$ cat config.mk
export PLATFORM = sky130hd
export DESIGN_NAME = pipeline_stall_ctrl
export DESIGN_NICKNAME = d
export VERILOG_FILES = /design/src/rtl/stall_ctrl_pkg.sv /design/src/rtl/sat_counter.sv /design/src/rtl/pipeline_stall_ctrl.sv
export SDC_FILE = /design/constraint.sdc
export NUM_CORES = 1
export LEC_CHECK = 0
export ABC_AREA = 1
export CAP_MARGIN = 10
export CORE_MARGIN = 2
export CORE_UTILIZATION = 44
export CTS_BUF_LIST = sky130_fd_sc_hd__clkbuf_8
export DETAILED_ROUTE_END_ITERATION = 8
export GPL_ROUTABILITY_DRIVEN = 0
export PLACE_DENSITY = 0.75
export SYNTH_ARGS = -nofsm -noshare
export SYNTH_HDL_FRONTEND = slang
export SYNTH_SLANG_ARGS = --single-unit
export TNS_END_PERCENT = 50
$ cat constraint.sdc
create_clock -name clk -period 1 [get_ports clk]
set_input_delay 0.1 -clock clk [delete_from_list [all_inputs] [get_ports clk]]
set_output_delay 0.1 -clock clk [all_outputs]
set_load 0.05 [all_outputs]
$ cat src/rtl/stall_ctrl_pkg.sv
// stall_ctrl_pkg
//   Shared types for the pipeline freeze/flush controller.
//   - stall_state_e : controller state (RUN, ERR)
//   - pipe_ctrl_t   : the seven pipeline-register control lines, grouped
//   - PIPE_CTRL_IDLE: every control line deasserted
package stall_ctrl_pkg;

    typedef enum logic {
        RUN = 1'b0,
        ERR = 1'b1
    } stall_state_e;

    typedef struct packed {
        logic pc_freeze;
        logic if_id_freeze;
        logic id_ex_freeze;
        logic ex_mem_freeze;
        logic if_id_flush;
        logic id_ex_flush;
        logic mem_wb_bubble;
    } pipe_ctrl_t;

    localparam pipe_ctrl_t PIPE_CTRL_IDLE = '0;

    // Whole pipeline held, MEM/WB fed a bubble: used for memory wait and ERR.
    localparam pipe_ctrl_t PIPE_CTRL_FREEZE = '{
        pc_freeze:     1'b1,
        if_id_freeze:  1'b1,
        id_ex_freeze:  1'b1,
        ex_mem_freeze: 1'b1,
        if_id_flush:   1'b0,
        id_ex_flush:   1'b0,
        mem_wb_bubble: 1'b1
    };

endpackage

$ cat src/rtl/sat_counter.sv
// sat_counter
//   Saturating up-counter used for the stall performance counters.
//   Ports:
//     clk  in      rising-edge clock
//     rst  in      synchronous active-low reset, clears the count
//     inc  in      count this cycle
//     cnt  out [W] current count, sticks at 2^W-1
module sat_counter #(
    parameter int W = 32
) (
    input  logic         clk,
    input  logic         rst,
    input  logic         inc,
    output logic [W-1:0] cnt
);

    always_ff @(posedge clk) begin
        if (!rst)
            cnt <= '0;
        else if (inc && (cnt != {W{1'b1}}))
            cnt <= cnt + 1'b1;
    end

endmodule

$ cat src/rtl/pipeline_stall_ctrl.sv
// pipeline_stall_ctrl
//   Freeze/flush controller for the five-stage core. Combines the hazard
//   request, EXE taken branch and MEM memory handshake into the pipeline
//   register controls, with a memory-wait watchdog that latches a fatal
//   timeout (state ERR, left only through reset).
//   Optional feature macro: STALL_PERF_CNT_EN adds three saturating
//   performance counters (hazard_cnt, flush_cnt, mem_wait_cnt).
//   Ports:
//     clk, rst (sync, active-low)
//     hazard, branch_taken, mem_req, mem_ready       in
//     pc_freeze, if_id_freeze, id_ex_freeze,
//     ex_mem_freeze, if_id_flush, id_ex_flush,
//     mem_wb_bubble                                   out, combinational
//     mem_timeout                                     out, registered sticky
//     hazard_cnt, flush_cnt, mem_wait_cnt [CNT_W]     out, STALL_PERF_CNT_EN only
module pipeline_stall_ctrl
    import stall_ctrl_pkg::*;
#(
    parameter int TIMEOUT = 255,
    parameter int CNT_W   = 32
) (
    input  logic             clk,
    input  logic             rst,
    input  logic             hazard,
    input  logic             branch_taken,
    input  logic             mem_req,
    input  logic             mem_ready,
    output logic             pc_freeze,
    output logic             if_id_freeze,
    output logic             id_ex_freeze,
    output logic             ex_mem_freeze,
    output logic             if_id_flush,
    output logic             id_ex_flush,
    output logic             mem_wb_bubble,
    output logic             mem_timeout
`ifdef STALL_PERF_CNT_EN
    ,
    output logic [CNT_W-1:0] hazard_cnt,
    output logic [CNT_W-1:0] flush_cnt,
    output logic [CNT_W-1:0] mem_wait_cnt
`endif
);

    // TIMEOUT = 0 still needs a legal 1-bit counter.
    localparam int WAIT_W = (TIMEOUT < 1) ? 1 : $clog2(TIMEOUT + 1);
    localparam logic [WAIT_W-1:0] WAIT_LAST = WAIT_W'(TIMEOUT - 1);

    stall_state_e      state, state_nxt;
    pipe_ctrl_t        ctrl, ctrl_out;
    logic [WAIT_W-1:0] wait_ctr;
    logic              mem_stall;
    logic              timeout_hit;

    assign mem_stall   = mem_req & ~mem_ready;
    assign timeout_hit = (TIMEOUT != 0) && (state == RUN) && mem_stall &&
                         (wait_ctr == WAIT_LAST);

    // State register
    always_ff @(posedge clk) begin
        if (!rst)
            state <= RUN;
        else
            state <= state_nxt;
    end

    // Next state and priority-encoded controls
    always_comb begin
        state_nxt = state;
        ctrl      = PIPE_CTRL_IDLE;
        if (state == ERR) begin
            ctrl = PIPE_CTRL_FREEZE;
        end else begin
            if (timeout_hit)
                state_nxt = ERR;
            if (mem_stall) begin
                // branch/hazard stay in frozen stages and re-evaluate on release
                ctrl = PIPE_CTRL_FREEZE;
            end else if (branch_taken) begin
                ctrl.if_id_flush = 1'b1;
                ctrl.id_ex_flush = 1'b1;
            end else if (hazard) begin
                ctrl.pc_freeze    = 1'b1;
                ctrl.if_id_freeze = 1'b1;
                ctrl.id_ex_flush  = 1'b1;
            end
        end
    end

    // Outputs are forced quiet for the whole time reset is held.
    assign ctrl_out      = rst ? ctrl : PIPE_CTRL_IDLE;
    assign pc_freeze     = ctrl_out.pc_freeze;
    assign if_id_freeze  = ctrl_out.if_id_freeze;
    assign id_ex_freeze  = ctrl_out.id_ex_freeze;
    assign ex_mem_freeze = ctrl_out.ex_mem_freeze;
    assign if_id_flush   = ctrl_out.if_id_flush;
    assign id_ex_flush   = ctrl_out.id_ex_flush;
    assign mem_wb_bubble = ctrl_out.mem_wb_bubble;

    // Watchdog: run length of consecutive memory-wait cycles, frozen in ERR.
    always_ff @(posedge clk) begin
        if (!rst)
            wait_ctr <= '0;
        else if (state == ERR)
            wait_ctr <= wait_ctr;
        else if (mem_stall)
            wait_ctr <= wait_ctr + 1'b1;
        else
            wait_ctr <= '0;
    end

    always_ff @(posedge clk) begin
        if (!rst)
            mem_timeout <= 1'b0;
        else if (timeout_hit)
            mem_timeout <= 1'b1;
    end

`ifdef STALL_PERF_CNT_EN
    logic hazard_act, flush_act, wait_act;

    assign wait_act   = (state == RUN) & mem_stall;
    assign flush_act  = (state == RUN) & ~mem_stall & branch_taken;
    assign hazard_act = (state == RUN) & ~mem_stall & ~branch_taken & hazard;

    sat_counter #(.W(CNT_W)) u_hazard_cnt (
        .clk (clk), .rst (rst), .inc (hazard_act), .cnt (hazard_cnt)
    );
    sat_counter #(.W(CNT_W)) u_flush_cnt (
        .clk (clk), .rst (rst), .inc (flush_act), .cnt (flush_cnt)
    );
    sat_counter #(.W(CNT_W)) u_mem_wait_cnt (
        .clk (clk), .rst (rst), .inc (wait_act), .cnt (mem_wait_cnt)
    );
`endif

endmodule

* After elaboration in Yosys (flattened, before gate mapping)
Cells that the tools add are included.
Storage, ports and cells: bits in registers 10, latch bits 0, memory bits (writable) 0, memory bits (read-only) 0, bits of input ports 6, logic and storage cells 24, memories 0
Cells by class: add/subtract/negate cells 1, $mul 0, div/mod/pow operators 0, magnitude comparators 0, equal/unequal tests 1, shifts and indexed selects 0, muxes and demuxes 14, bitwise operators 3, reductions and logical operators 2
Operators with widths (number):
- 7-bit two-way mux | 2
- 2-bit two-way mux | 5
- 8-bit by 1-bit adder with 8-bit output (second input constant) | 1
- 8-bit == test (second input constant) | 1
- 8-bit two-way mux | 1
- 1-bit two-way mux | 6
- 1-bit logical AND | 2
- 1-bit inverter | 2
- 1-bit AND | 1

* Logic depth before layout (Yosys ltp)
Gate-level depths: netlist (run 1).
depth after elaboration 6, depth in mapped cells 7, gate-level depth less buffers 7

* Worst setup path before layout (run 1)
Ideal clock, no wire load.
path kind input-to-output, from in rst, to out pc_freeze, arrival 1.799 ns, required time 0.900 ns, setup slack -0.899 ns, cell stages on the path 3, cell sequence inv_1 > o31ai_1 > buf_4
Between the ends: cells in the longest elaborated chain, start to end 1
RTL lines:
- start: declaration | line pipeline_stall_ctrl.sv:23 | input logic rst,
- 7-bit two-way mux | line pipeline_stall_ctrl.sv:90 | assign ctrl_out = rst ? ctrl : PIPE_CTRL_IDLE;
- end: declaration | line pipeline_stall_ctrl.sv:28 | output logic pc_freeze,
Every way passes these cells.

* Worst setup path in the final report (run 1)
from reg state, to out id_ex_flush
Between the ends: cells in the longest elaborated chain, start to end 2
RTL lines:
- start: declaration | line pipeline_stall_ctrl.sv:48 | stall_state_e state, state_nxt;
- start signal: assignment | line pipeline_stall_ctrl.sv:63 | state <= state_nxt;
- 7-bit two-way mux | line pipeline_stall_ctrl.sv:70 | if (state == ERR) begin
- 7-bit two-way mux | line pipeline_stall_ctrl.sv:90
- end: declaration | line pipeline_stall_ctrl.sv:33 | output logic id_ex_flush,
Every way passes these cells.

==> impl_metrics.py, run 1 <==
metrics = {
    "status": {
        "status": "complete, but fails checks",
        "violations": "negative setup slack",
    },
    "power": {
        "power.total_mw": 1.14,
        "p_leak_nw": 0.411,
        "ir_drop_mv": 0.826,
        "power_per_cell_area_mw_per_mm2": 1130,
    },
    "critical_path": {
        "r2r-end": "wait_ctr[7]",
        "path_max_fanout": 2,
        "reg2regPathDepth": 8,
        "cp-end-kind": "primary output",
        "rrSetupSlack_ns": -0.10,
        "crit_start": "state",
        "worst_ep_required_time_ns": 0.90,
        "critPathKind": "reg -> out",
        "crit_arrival_ns": 1.08,
        "crit_path_end": "id_ex_flush",
        "worstReg2RegStart": "state",
        "cp-start-kind": "flip-flop",
    },
    "die": {
        "num_rows": 13,
        "pin_count": 14,
        "initial_utilization": 0.460,
        "die_w_um": 40.4,
        "die-height_um": 40.4,
        "dieArea_mm2": 0.00163,
        "coreArea_mm2": 0.00127,
    },
    "logic_synthesis": {
        "yosysSeqAreaShare": 0.343,
        "ys_seq_elements": 10,
        "ys.flop_type": "dfxtp_1",
        "ys_types": 19,
        "synth_nets": 93,
        "syn_avg_cell_area_um2": 6.86,
        "synth_edf_count": 0,
        "netlist_area_um2": 583,
        "syn_inst": 85,
        "synth_warnings": 0,
        "ys_async_sr_fraction": 0,
    },
    "placed_design": {
        "post-dp-hpwl_um": 1050,
        "dp_slack_ns": -0.310,
        "dp_cells": 117,
        "portBuffers": 13,
    },
    "timing": {
        "relSlewSlack": 0.786,
        "slew_viol_final": 0,
        "finalCritPeriodShare": 1.18,
        "final.setup_skew_ns": 0.00394,
        "worst_slew_pin_slew_ns": 0.322,
        "min_period_ns": 1.18,
        "max_clock_freq_mhz": 845,
        "setup_viol": 14,
        "worst_slack_ns": -0.184,
        "rsz0062_at_grt": "yes",
        "hold_viol": 0,
    },
    "drt": {
        "drt-total-wl_um": 1450,
        "drc": 0,
        "drtIter0Drc": 7,
        "vias": 598,
        "wl_per_cell_um": 11.7,
        "dr.pass1.iters": 4,
        "avgViaCountPerCell": 4.82,
        "ant_nets": 0,
    },
    "clock_tree": {
        "cts_root_buf": "clkbuf_8",
        "cts_tree": "yes",
        "numCtsBuffers": 3,
        "htreeDepth": 1,
        "clkLatencyLatePin_ns": 0.24,
        "cts_buffer_depth": 2,
        "path_clk_slew_ns": 0.05,
        "clock-sinks": 10,
        "hold_buffers": 0,
    },
    "layout": {
        "antennaDiodeCount": 0,
        "finalNonFillerCells": 124,
        "layout-drive-gt1-share": 0.477,
        "nNetsFinal": 118,
        "post-route-util": 0.794,
        "area_growth_pct": 72.7,
    },
    "grt": {
        "grt_pass1_wl_um": 2410,
        "grt_pass1_vias": 589,
        "overflow": 0,
        "antenna_found_initial": 0,
        "grt_max_degree": 8,
        "gr-usage-all-layers": 0.228,
    },
    "run": {
        "drv_cap": 0,
    },
    "min_path": {
        "hp-class": "in -> reg",
    },
}
## state kept, by name, indices dropped and copies added (netlist names)
name	cells
mem_timeout	1
state	1
wait_ctr	8
## worst min path at each step
| stage | startpoint | endpoint | slack [ns] | depth (start not counted) |
|---|---|---|---|---|
| floorplan | rst | wait_ctr[0] | 0.29 | 2 |
| global placement | mem_timeout | mem_timeout | 0.48 | 2 |
| detailed placement | mem_timeout | mem_timeout | 0.49 | 2 |
| CTS | rst | state | 0.40 | 4 |
| global route | rst | wait_ctr[1] | 0.42 | 4 |
| finish | rst | mem_timeout | 0.40 | 4 |
## critical path, stage by stage, from the launching register on
cell	delay (ns)
dfxtp_2	0.33
inv_4	0.06
nand2_4	0.05
inv_2	0.06
nand2_4	0.06
a21oi_4	0.13
buf_12	0.15
## cells in the final DEF (no fill, tap or decap), types with 2 or more instances in the layout
master	n
buf_12	8
buf_4	9
inv_2	4
nand2_1	14
nor2_1	12
a21oi_1	4
dlygate4sd2_1	5
nor3_1	2
dfxtp_1	4
inv_1	10
nor2_4	3
nand2_4	5
nand3_1	3
nor2_2	2
clkbuf_8	4
dfxtp_2	5
nand3_2	2
nand2_2	3
## report_power, final
| group | internal, mW | leakage (nW) | switching, mW |
|---|---|---|---|
| Sequential | 0.399 | 0.0839 | 0.00293 |
| Combinational | 0.103 | 0.298 | 0.121 |
| Clock | 0.347 | 0.0288 | 0.167 |
## synth_stat cells (2+ instances only)
| cell | number | area share |
|---|---|---|
| nand2_1 | 18 | 0.12 |
| nor2_1 | 14 | 0.090 |
| inv_1 | 12 | 0.077 |
| dfxtp_1 | 10 | 0.34 |
| a21oi_1 | 5 | 0.043 |
| nand3_1 | 5 | 0.043 |
| buf_4 | 3 | 0.039 |
| nand2_4 | 3 | 0.058 |
| ha_1 | 2 | 0.043 |
| inv_2 | 2 | 0.013 |
| nor2_2 | 2 | 0.021 |
| nor3_1 | 2 | 0.017 |
## per-layer routing
metal  part of all wire  wire length [um]  track usage
met5                  0                 0            0
met1               0.34               492        0.204
met3              0.037                54       0.0389
met4              0.032                47        0.125
met2               0.59               859        0.464
## repair_timing
| item | in CTS | in global routing |
|---|---|---|
| endpoints found under the setup margin | 14 | 16 |
| setup buffers | 2 | 1 |
| pin swaps | 5 | 8 |
| gates resized for setup | 12 | 12 |
| cloned | 0 | 0 |
## metrics by stage
step	hold WS (ns)	TNS (ns)	instance area, um2
global route	0.419	-2.33	1010
CTS	0.397	-1.27	962
global placement	0.480	-3.41	883
detailed placement	0.486	-4.28	883
finish	0.398	-1.52	1010
floorplan	0.286	-0.128	628
## cells by family (layout without fill, tap and decap cells)
| logic type | count (synthesis) | after routing | synth area share |
|---|---|---|---|
| simple gates | 47 | 47 | 0.388 |
| buf+inv | 19 | 43 | 0.155 |
| flops | 10 | 10 | 0.343 |
| compound gates | 6 | 6 | 0.0558 |
| fa+ha+maj | 2 | 2 | 0.0429 |
| xor+xnor | 1 | 1 | 0.0150 |
## final cells by class
type	count	area, um2
Timing Repair Buffer	23	283
Multi-Input combinational cell	56	365
Clock buffer	4	55.1
Inverter	16	75.1
Sequential cell	10	210
Tap cell	15	18.8
Fill cell	88	262
Power figures use the tool's default switching activity.
==> run 2: changes to the inputs <==
SYNTH_HIERARCHICAL = 1   (was default)
==> results of run 2 <==
No change in the layout: final DEF, timing and power equal those of run 1.
Among the figures that moved: Yosys warning count 0 -> 6
==> run 3: changes to the inputs <==
SKIP_CTS_REPAIR_TIMING = 1   (was default)
==> run 3 against run 2 <==
The run still ends with negative setup slack left; register-to-register slack is essentially flat; final area grew 0.12%; die area is the same; power grew 0.77%; clock-buffer cell count is the same; synthesized area is the same; final cell count is the same; sequential share of layout area is essentially flat.
==> impl_metrics.py, run 3 <==
metrics = {
    "clock_tree": {
        "clkLatencyLatePin_ns": 0.24,
        "htreeDepth": 1,
        "path_clk_slew_ns": 0.05,
        "cts_tree": "yes",
        "clock-sinks": 10,
        "cts_buffer_depth": 2,
        "cts_root_buf": "clkbuf_8",
        "numCtsBuffers": 3,
    },
    "logic_synthesis": {
        "syn_inst": 85,
        "synth.area.top_cells": "dfxtp_1 (34%), nand2_1 (12%), nor2_1 (9.0%), inv_1 (7.7%), nand2_4 (5.8%)",
        "yosysTopAreaCell": "dfxtp_1",
        "synth_compound_area_frac": 0.0558,
        "ys_types": 19,
        "synth_simple_gate_area_share": 0.388,
        "synth-adder-area-share": 0.0429,
        "ys_async_sr_fraction": 0,
        "synth-xor-area-share": 0.0150,
        "syn_avg_cell_area_um2": 6.86,
        "synth_common_cells": "nand2_1 (18), nor2_1 (14), inv_1 (12)",
        "yosysSeqAreaShare": 0.343,
        "ys.flop_type": "dfxtp_1",
        "yosysTopAreaCellShare": 0.343,
        "synth_nets": 93,
        "netlist_area_um2": 583,
        "synth_top_family_by_area": "simple AND/OR/NAND/NOR gates",
        "synth_warnings": 6,
        "synth_edf_count": 0,
        "ys_seq_elements": 10,
        "synthMuxAreaShare": 0,
        "synth.most_common_cell": "nand2_1",
    },
    "critical_path": {
        "rrSetupSlack_ns": -0.10,
        "cp-end-kind": "primary output",
        "path_max_fanout": 3,
        "reg2regPathDepth": 6,
        "cp-start-kind": "flip-flop",
        "r2r-end": "wait_ctr[2]",
        "crit_arrival_ns": 1.09,
        "worstReg2RegStart": "state",
        "worst_ep_required_time_ns": 0.90,
        "critPathKind": "reg -> out",
    },
    "timing": {
        "worst_slack_ns": -0.188,
        "relSlewSlack": 0.786,
        "rsz0062_at_grt": "yes",
        "final.setup_skew_ns": 0.00351,
        "finalCritPeriodShare": 1.19,
        "slew_viol_final": 0,
        "max_clock_freq_mhz": 842,
        "worst_slew_pin_slew_ns": 0.322,
        "setup_viol": 14,
        "min_period_ns": 1.19,
        "whs_ns": 0.280,
        "hold_viol": 0,
    },
    "min_path": {
        "hp-start": "rst",
        "hp-class": "in -> reg",
        "min_delay_worst_endpoint": "wait_ctr[1]",
        "min_path_cells": 4,
    },
    "drt": {
        "wl_per_cell_um": 11.9,
        "vias": 594,
        "drtIter0Drc": 6,
        "dr.pass1.iters": 4,
        "avgViaCountPerCell": 4.79,
        "drt-total-wl_um": 1480,
        "drc": 0,
        "ant_nets": 0,
    },
    "layout": {
        "antennaDiodeCount": 0,
        "largestRegisters": "wait_ctr (8), mem_timeout (1), state (1)",
        "nNetsFinal": 118,
        "mostFrequentLayoutCells": "nand2_1 (14), nor2_1 (13), inv_1 (9), buf_4 (9), buf_12 (8)",
        "fill_cells": 79,
        "regMostFlops": "wait_ctr",
        "area_growth_pct": 73.0,
        "layout-drive-gt1-share": 0.440,
        "layout_commonest_cell": "nand2_1",
        "largest_register_ffs": 8,
    },
    "grt": {
        "overflow": 0,
        "grt_max_degree": 8,
        "grt_pass1_vias": 566,
        "gr-usage-all-layers": 0.215,
        "grt_pass1_wl_um": 2280,
        "antenna_found_initial": 0,
    },
    "die": {
        "initial_utilization": 0.460,
        "pin_count": 14,
        "die_w_um": 40.4,
        "dieArea_mm2": 0.00163,
        "num_rows": 13,
        "die-height_um": 40.4,
        "coreArea_mm2": 0.00127,
    },
    "power": {
        "ir_drop_mv": 0.820,
        "power.total_mw": 1.15,
        "power_per_cell_area_mw_per_mm2": 1140,
        "p_leak_nw": 0.447,
    },
    "status": {
        "status": "complete, but fails checks",
        "violations": "negative setup slack",
    },
    "placed_design": {
        "post-dp-hpwl_um": 1050,
        "portBuffers": 13,
    },
    "run": {
        "drv_cap": 0,
    },
}
run 3: cell counts after synthesis:
No cell type changed its count.
run 3: cell families after synthesis:
kind of cell / after synthesis
buffers and inverters: 19
AOI/OAI and AO/OA: 6
and+or+nand+nor: 47
xor gates and xnor gates: 1
DFF: 10
adders and majority gates: 2
run 3: per-layer routing:
layer / track usage / wire, um / vias up / share of wire
met3: 0.0389 / 70 / 4 / 0.047
met4: 0.125 / 33 / 0 / 0.022
met5: 0 / 0 / - / 0
met2: 0.425 / 837 / 15 / 0.57
met1: 0.197 / 536 / 274 / 0.36
li1: - / - / 301 / -
run 3: worst max-delay path, stage by stage, from the launching register on:
cell	delay, ns
dfxtp_2	0.35
clkinv_4	0.07
nand2_4	0.07
nand2_4	0.07
o31ai_4	0.10
buf_12	0.18
run 3: layout make-up:
type / count / area [um2] / share of cell area
Sequential cell: 10 / 210 / 0.208
Clock buffer: 4 / 55.1 / 0.0546
Multi-Input combinational cell: 56 / 353 / 0.350
Tap cell: 15 / 18.8 / 0.0186
Timing Repair Buffer: 23 / 302 / 0.299
Inverter: 16 / 70.1 / 0.0695
run 3: per-stage QoR:
step	worst slack, ns	area (um2)	utilization	cells	setup TNS, ns
final	-0.188	1010	0.795	124	-1.58
after global routing	-0.234	1010	0.795	124	-2.53
after CTS	-0.311	938	0.740	121	-2.24
after detailed placement	-0.310	883	0.696	117	-4.28
after global placement	-0.258	883	0.696	117	-3.41
after floorplan	-0.0759	628	-	85	-0.128
run 3: where the power goes:
part	leakage, nW	internal [mW]	total, mW	switching (mW)
Combinational	0.335	0.104	0.224	0.120
Clock	0.0288	0.347	0.524	0.176
Sequential	0.0832	0.398	0.401	0.00349
run 3: worst max-delay path by stage:
| stage | slack [ns] | cells after the start | to | from |
|---|---|---|---|---|
| after global placement | -0.26 | 4 | if_id_freeze | rst |
| after floorplan | -0.08 | 3 | pc_freeze | rst |
| after detailed placement | -0.31 | 8 | id_ex_flush | mem_ready |
| after CTS | -0.31 | 8 | id_ex_flush | mem_ready |
| after global routing | -0.23 | 6 | id_ex_flush | state |
| final | -0.19 | 5 | pc_freeze | state |
